**src/rtl/load_align_unit_pkg.sv**
```systemverilog
// Shared encodings for the load align unit: access sizes, FSM states and timeout counter width.
package load_align_unit_pkg;

    localparam logic [1:0] SZ_BYTE = 2'b00;
    localparam logic [1:0] SZ_HALF = 2'b01;
    localparam logic [1:0] SZ_WORD = 2'b10;

    localparam int CNT_W = 8;

    typedef enum logic [1:0] {
        IDLE = 2'b00,
        REQ  = 2'b01,
        WAIT = 2'b10,
        RESP = 2'b11
    } state_t;

    // Reserved size 2'b11 is rejected like any other misaligned access.
    function automatic logic is_misaligned(input logic [1:0] size, input logic [1:0] offset);
        logic mis;
        case (size)
            SZ_BYTE: mis = 1'b0;
            SZ_HALF: mis = offset[0];
            SZ_WORD: mis = (offset != 2'b00);
            default: mis = 1'b1;
        endcase
        return mis;
    endfunction

endpackage

```
**src/rtl/load_align_unit_lane_extend.sv**
```systemverilog
// Selects the byte/halfword lane of a returned memory word and sign- or zero-extends it.
module lane_extend
    import load_align_unit_pkg::*;
#(
    parameter bit BIG_ENDIAN = 1'b1
) (
    input  logic [31:0] rdata,
    input  logic [1:0]  offset,
    input  logic [1:0]  size,
    input  logic        unSign,
    output logic [31:0] result
);

    logic [1:0]  byte_lane;
    logic        half_hi;
    logic [7:0]  byte_val;
    logic [15:0] half_val;

    always_comb begin
        // Big-endian byte k lives in lane 3-k, which is ~k for a 2-bit index.
        byte_lane = BIG_ENDIAN ? ~offset : offset;
        half_hi   = BIG_ENDIAN ? ~offset[1] : offset[1];
        byte_val  = rdata[8*byte_lane +: 8];
        half_val  = half_hi ? rdata[31:16] : rdata[15:0];
        case (size)
            SZ_BYTE: result = {{24{byte_val[7] & ~unSign}}, byte_val};
            SZ_HALF: result = {{16{half_val[15] & ~unSign}}, half_val};
            default: result = rdata;
        endcase
    end

endmodule

```
**src/rtl/load_align_unit.sv**
```systemverilog
// Load unit: issues a word-aligned read over req/gnt/rvalid, then aligns and extends the result.
// state | meaning
// IDLE  | waiting for start; request fields are latched here
// REQ   | mem_req high until the memory grants it
// WAIT  | granted, counting cycles until rvalid or timeout
// RESP  | one-cycle done (and err on misalign/timeout)
module load_align_unit
    import load_align_unit_pkg::*;
#(
    parameter bit BIG_ENDIAN = 1'b1,
    parameter int TIMEOUT    = 255
) (
    input  logic        clk,
    input  logic        reset,
    input  logic        start,
    input  logic [31:0] addr,
    input  logic [1:0]  size,
    input  logic        unSign,
    output logic        mem_req,
    output logic [31:0] mem_addr,
    input  logic        mem_gnt,
    input  logic        mem_rvalid,
    input  logic [31:0] mem_rdata,
    output logic        busy,
    output logic        done,
    output logic [31:0] data_out,
    output logic        err
);

    localparam logic [CNT_W-1:0] CNT_LAST = CNT_W'(TIMEOUT - 1);

    state_t           state;
    logic [1:0]       lat_off;
    logic [1:0]       lat_size;
    logic             lat_uns;
    logic [CNT_W-1:0] cnt;
    logic [31:0]      ext_data;

    lane_extend #(.BIG_ENDIAN(BIG_ENDIAN)) u_lane_extend (
        .rdata  (mem_rdata),
        .offset (lat_off),
        .size   (lat_size),
        .unSign (lat_uns),
        .result (ext_data)
    );

    always_ff @(posedge clk) begin
        if (reset) begin
            state    <= IDLE;
            lat_off  <= '0;
            lat_size <= '0;
            lat_uns  <= 1'b0;
            cnt      <= '0;
            mem_req  <= 1'b0;
            mem_addr <= '0;
            busy     <= 1'b0;
            done     <= 1'b0;
            err      <= 1'b0;
            data_out <= '0;
        end else begin
            done <= 1'b0;
            err  <= 1'b0;
            case (state)
                IDLE: begin
                    if (start) begin
                        lat_off  <= addr[1:0];
                        lat_size <= size;
                        lat_uns  <= unSign;
                        cnt      <= '0;
                        busy     <= 1'b1;
                        if (is_misaligned(size, addr[1:0])) begin
                            state    <= RESP;
                            done     <= 1'b1;
                            err      <= 1'b1;
                            data_out <= '0;
                        end else begin
                            state    <= REQ;
                            mem_req  <= 1'b1;
                            mem_addr <= {addr[31:2], 2'b00};
                        end
                    end
                end
                REQ: begin
                    if (mem_gnt) begin
                        mem_req <= 1'b0;
                        if (mem_rvalid) begin
                            state    <= RESP;
                            done     <= 1'b1;
                            data_out <= ext_data;
                        end else begin
                            state <= WAIT;
                        end
                    end
                end
                WAIT: begin
                    // rvalid wins over the timeout when both land in the same cycle.
                    if (mem_rvalid) begin
                        state    <= RESP;
                        done     <= 1'b1;
                        data_out <= ext_data;
                    end else if (cnt == CNT_LAST) begin
                        state    <= RESP;
                        done     <= 1'b1;
                        err      <= 1'b1;
                        data_out <= '0;
                    end else begin
                        cnt <= cnt + CNT_W'(1);
                    end
                end
                RESP: begin
                    state <= IDLE;
                    busy  <= 1'b0;
                end
                default: state <= IDLE;
            endcase
        end
    end

endmodule
```
**config.mk**
```make
export PLATFORM = sky130hd
export DESIGN_NAME = load_align_unit
export DESIGN_NICKNAME = d
export VERILOG_FILES = /design/src/rtl/load_align_unit_pkg.sv /design/src/rtl/load_align_unit_lane_extend.sv /design/src/rtl/load_align_unit.sv
export SDC_FILE = /design/constraint.sdc
export NUM_CORES = 1
export LEC_CHECK = 0
export CAP_MARGIN = 15
export CORE_MARGIN = 8
export CORE_UTILIZATION = 30
export DETAILED_ROUTE_END_ITERATION = 10
export PLACE_DENSITY = 0.57
export SLEW_MARGIN = 20
export SYNTH_ARGS = -nofsm -noshare
export SYNTH_HDL_FRONTEND = slang
export SYNTH_SLANG_ARGS = --single-unit
export TNS_END_PERCENT = 1
```
**constraint.sdc**
```tcl
create_clock -name clk -period 4.1 [get_ports clk]
set_clock_uncertainty 0.15 [all_clocks]
set_input_delay 0.82 -clock clk [delete_from_list [all_inputs] [get_ports clk]]
set_output_delay 0.82 -clock clk [all_outputs]
set_load 0.02 [all_outputs]
```
Word-level counts from Yosys, hierarchy flattened
Cells that the tools add are included.
{"block": "word_totals", "reg_bits": 81, "input_bits": 72, "elab_cells": 87, "out_inout_bits": 68}
{"block": "classes", "n_mux": 39, "n_bitwise": 5, "eq_ne": 15, "n_shift": 1, "addsub": 1, "n_reduce_logical": 15}
{"operator": "$mux 32", "count": 6}
{"operator": "$pmux 32 s3", "count": 1}
{"operator": "$pmux 32 s2", "count": 1}
{"operator": "$shiftx 32x6->8", "count": 1}
{"operator": "$mux 8", "count": 3}
{"operator": "$mux 16", "count": 1}
{"operator": "$pmux 8 s2", "count": 1}
{"operator": "$mux 1", "count": 15}
{"operator": "$ne 2x2->1 const B", "count": 7}
{"operator": "$mux 2", "count": 5}
{"operator": "$add 8x1->8 const B", "count": 1}
{"operator": "$eq 8x8->1 const B", "count": 1}
{"operator": "$pmux 2 s4", "count": 1}
{"operator": "$reduce_and 4->1", "count": 2}
{"operator": "$reduce_bool 2->1", "count": 4}
{"operator": "$eq 2x1->1 const B", "count": 3}
{"operator": "$eq 2x2->1 const B", "count": 3}
{"operator": "$logic_not 2->1", "count": 3}
{"operator": "$pmux 1 s2", "count": 3}
{"operator": "$pmux 1 s3", "count": 2}
{"operator": "$reduce_and 3->1", "count": 2}
{"operator": "$reduce_and 6->1", "count": 1}
{"operator": "$reduce_and 2->1", "count": 2}
{"operator": "$ne 3x3->1 const B", "count": 1}
{"operator": "4 further kinds", "count": 6}

Logic depth before layout (Yosys ltp)
{"block": "logic_depth", "word_depth": 8, "ltp_mapped": 9, "mapped_depth_nobuf": 7}

Cells and area by module
From an unflattened synthesis, not the netlist that was laid out.
{"block": "unflattened", "hier_cells": 517, "hier_area_um2": 4225.3}
{"module": "load_align_unit", "area_each_um2": 3409.5, "cells_each": 417, "n_inst": 1, "seq_area_each_um2": 1621.6}
{"module": "lane_extend", "area_each_um2": 815.8, "cells_each": 100, "n_inst": 1, "seq_area_each_um2": 0.0}

Worst setup path after synthesis
Ideal clock, no wire load.
{"block": "synth_path", "kind": "input to register", "startpoint": "in reset", "endpoint": "reg data_out[8]", "setup_ns": 0.059, "path_buffers": 3, "stages": 6, "required_time_ns": 3.891, "arrival_time_ns": 1.928, "slack_ns": 1.963, "path_cell_list": "clkbuf_1 nor3b_2 and3_1 buf_2 buf_4 a22o_1"}
{"element": "from (decl)", "line": "load_align_unit.sv:14", "rtl": "input logic reset,"}
{"element": "to (signal assigned)", "line": "load_align_unit.sv:89", "rtl": "data_out <= ext_data;"}
{"element": "to (signal assigned)", "line": "load_align_unit.sv:100", "rtl": "data_out <= ext_data;"}
{"element": "to (decl)", "line": "load_align_unit.sv:26", "rtl": "output logic [31:0] data_out,"}

Final worst setup path
{"block": "layout_path", "startpoint": "in addr[0]", "endpoint": "reg mem_addr[22]"}
{"block": "layout_via", "elab_chain_cells": 7}
{"element": "from (decl)", "line": "load_align_unit.sv:16", "rtl": "input logic [31:0] addr,"}
{"element": "$reduce_bool 2->1", "line": "load_align_unit_pkg.sv:23", "rtl": "SZ_WORD: mis = (offset != 2'b00);"}
{"element": "$pmux 1 s3 *", "line": "load_align_unit_pkg.sv:20", "rtl": "case (size)"}
{"element": "$mux 1 *", "line": "load_align_unit.sv:65", "rtl": "if (start) begin"}
{"element": "$mux 1 *", "line": "load_align_unit.sv:63", "rtl": "case (state)"}
{"element": "$mux 1 *", "line": "load_align_unit.sv:48", "rtl": "if (reset) begin"}
{"element": "$not 1->1 (no line) *"}
{"element": "$reduce_and 3->1 (no line) *"}
{"element": "to (signal assigned)", "line": "load_align_unit.sv:79", "rtl": "mem_addr <= {addr[31:2], 2'b00};"}
{"element": "to (decl)", "line": "load_align_unit.sv:20", "rtl": "output logic [31:0] mem_addr,"}
Mark *: on every way between the ends. The rest lies on a longest branch, timed or not. The select of a mux whose other input is x is not followed.
A chain may end at the register's enable or synchronous reset.

==> flow_metrics.py <==
metrics = {
    "run_status": {
        "status": "finished clean",
    },
    "synth": {
        "ys_async_sr_fraction": 0,
        "synth_cells": 445,
        "avgSynthCellArea_um2": 8.25,
        "yosysSeqAreaShare": 0.442,
        "yosys_most_used_dff": "dfxtp_1",
        "ys_types": 47,
        "syn_area_mm2": 0.00367,
        "ys_ff_latch": 81,
        "yosysWarningCount": 0,
        "synth_edf_count": 0,
    },
    "timing": {
        "slew_headroom": 0.382,
        "fin_tns_setup_ns": 0,
        "fmax_mhz": 370,
        "hold_viol": 0,
        "drv_slew": 0,
        "tightestPinTransition_ns": 0.926,
        "fin_crit_ns": 2.70,
        "finalCritPeriodShare": 0.659,
        "rsz0062_at_grt": "false",
        "finalSetupViolations": 0,
    },
    "final_layout": {
        "nets": 644,
        "fin_cells": 718,
        "layout_common_cells": "clkdlybuf4s50_1, nand2_1, dfxtp_1, a21oi_1, o21ai_0",
        "layout.cells.most_common": "clkdlybuf4s50_1",
        "final_util": 0.452,
        "final_area_mm2": 0.00540,
        "n_fill_cell": 1203,
        "area_delta_synth_final_pct": 47.2,
        "drive_gt1_frac": 0.0595,
        "n_antenna_cell": 0,
    },
    "power": {
        "pwr-share-clk": 0.289,
        "p_per_area_mw_per_mm2": 494,
        "intPower_mw": 1.71,
        "seq_power_share": 0.354,
        "p_comb_frac": 0.358,
        "vdd_drop_max_uv": 170,
        "finalPower_mw": 2.67,
        "cellLeakagePower_nw": 1.92,
        "p_sw_mw": 0.953,
        "switching_share": 0.357,
    },
    "clock_tree": {
        "htreeDepth": 3,
        "cts_tree": "done",
        "numCtsBuffers": 9,
        "insertion_delay_ns": 0.34,
        "root_buffer": "clkbuf_16",
        "cts_hold_buf": 0,
        "ctsResizeCount": 0,
        "cts.path.max_buffers": 2,
        "path_clk_slew_ns": 0.06,
        "clock_sinks": 81,
        "cts_setup_buffers": 0,
    },
    "die": {
        "rows": 40,
        "io_pins": 140,
        "die_h_um": 127,
        "dieWidth_um": 127,
        "dieArea_mm2": 0.0160,
        "fp.coreArea_mm2": 0.0120,
        "start_util": 0.307,
    },
    "global_route": {
        "antenna_found_initial": 0,
        "grt_pass1_wl_um": 19500,
        "track_usage": 0.152,
        "grt_overflow": 0,
        "grt_max_degree": 47,
        "grt_pass1_vias": 3641,
    },
    "routing": {
        "drt_iter0_markers": 259,
        "num_vias": 3716,
        "dr_wl_met3_um": 1340,
        "postRouteAntennaNets": 0,
        "wire_per_inst_um": 17.2,
        "routed_wl_um": 12300,
        "met2_length_um": 5290,
        "top_layer": "met4",
        "met1Wirelength_um": 5540,
        "drt-pass1-iter-count": 4,
        "post-route-drc-count": 0,
        "viasPerCell": 5.18,
    },
    "worst_setup_path": {
        "r2r_cells": 7,
        "critical_path_class": "input pin to register",
        "crit_arrival_ns": 2.81,
        "end_kind": "register",
        "worstReg2RegEnd": "data_out[18]",
        "cp_data_required_time_ns": 4.21,
        "reg2reg_slack_ns": 1.61,
        "r2r_start": "state[0]",
        "cp_max_fo": 21,
        "startpoint_type": "input pin",
    },
    "placement": {
        "dp_cells": 702,
        "place.gp.congestion": 0.821,
        "place_hpwl_um": 9220,
        "io_buffers": 137,
        "place_area_mm2": 0.00511,
    },
    "worst_hold_path": {
        "holdPathEnd": "mem_addr[29]",
        "min_from": "mem_addr[29]",
        "hold_class": "register to register",
        "holdPathStages": 2,
    },
    "run": {
        "maxCapViolations": 0,
    },
}
[stage by stage]
| step | hold slack (ns) | setup slack, ns |
|---|---|---|
| floorplan | 0.313 | 1.96 |
| global placement | 0.291 | 1.10 |
| detailed placement | 0.299 | 1.02 |
| CTS | 0.306 | 1.38 |
| global route | 0.325 | 1.22 |
| finish | 0.305 | 1.40 |
[layer usage]
metal | vias up | GRT usage
li1 | 1827 | -
met1 | 1734 | 0.188
met4 | 0 | 0.0510
met5 | - | 0
met3 | 12 | 0.0704
met2 | 143 | 0.228
[synth_stat cells (3+ instances only)]
| library cell | count | area [um2] |
|---|---|---|
| a21oi_1 | 45 | 225 |
| a22o_1 | 22 | 193 |
| a22oi_1 | 7 | 52.6 |
| a311oi_1 | 3 | 26.3 |
| a32o_1 | 8 | 80.1 |
| and2_1 | 3 | 18.8 |
| and3_1 | 3 | 18.8 |
| buf_2 | 4 | 20.0 |
| buf_4 | 5 | 37.5 |
| clkbuf_1 | 20 | 75.1 |
| dfxtp_1 | 81 | 1620 |
| ha_1 | 6 | 75.1 |
| inv_1 | 3 | 11.3 |
| mux2i_1 | 8 | 80.1 |
| nand2_1 | 92 | 345 |
| nand2b_1 | 5 | 31.3 |
| nand3_1 | 30 | 150 |
| nor2_1 | 16 | 60.1 |
| o21ai_0 | 36 | 180 |
| o21ai_1 | 10 | 50.1 |
| xnor2_1 | 6 | 52.6 |
[state kept, by name, summed over array words and instances (netlist names)]
register / flops
data_out: 32
mem_addr: 30
cnt: 8
lat_off: 2
lat_size: 2
state: 2
busy: 1
done: 1
err: 1
lat_uns: 1
mem_req: 1
[cells by family (layout without fill, tap and decap cells)]
logic type | count (synthesis) | count (layout) | synth area share
simple gates | 161 | 161 | 0.194
compound gates | 143 | 143 | 0.249
flops | 81 | 81 | 0.442
buf+inv | 37 | 162 | 0.0484
mux | 10 | 10 | 0.0310
fa+ha+maj | 6 | 6 | 0.0205
xor+xnor | 6 | 6 | 0.0143
other cells | 1 | 2 | 0.00102
[area by class of cell]
| type | instances | area, um2 | area share |
|---|---|---|---|
| timing repair buffer | 141 | 1400 | 0.259 |
| sequential | 81 | 1620 | 0.300 |
| inverter | 5 | 18.8 | 0.00347 |
| clock buffer | 12 | 267 | 0.0493 |
| tap | 147 | 184 | 0.0341 |
| multi-input combinational | 328 | 1890 | 0.350 |
| clock inverter | 4 | 26.3 | 0.00486 |
[worst max path at each step]
stage	from	slack, ns	depth (start not counted)	end
final	addr[0]	1.40	7	mem_addr[22]
after global routing	addr[0]	1.22	7	mem_addr[3]
after CTS	addr[0]	1.38	7	mem_addr[22]
after detailed placement	addr[0]	1.02	7	mem_addr[25]
after global placement	size[0]	1.10	5	mem_addr[29]
after floorplan	reset	1.96	6	data_out[8]
[power by group through the flow]
| stage | Combinational [mW] | Clock (mW) | Sequential [mW] |
|---|---|---|---|
| after floorplan | 0.562 | 0 | 1.00 |
| after global placement | 0.941 | 0 | 0.955 |
| after detailed placement | 0.954 | 0 | 0.959 |
| after CTS | 0.958 | 0.797 | 0.943 |
| after global routing | 1.04 | 0.828 | 0.957 |
| final | 0.954 | 0.770 | 0.943 |
[critical path, cell delays in order]
cell	delay, ns
clkdlybuf4s50_1	0.46
a21oi_1	0.41
nor2_1	0.14
nor2_2	0.42
buf_4	0.34
nand2_1	0.08
a21oi_1	0.13
(Power assumes the default switching activity.)
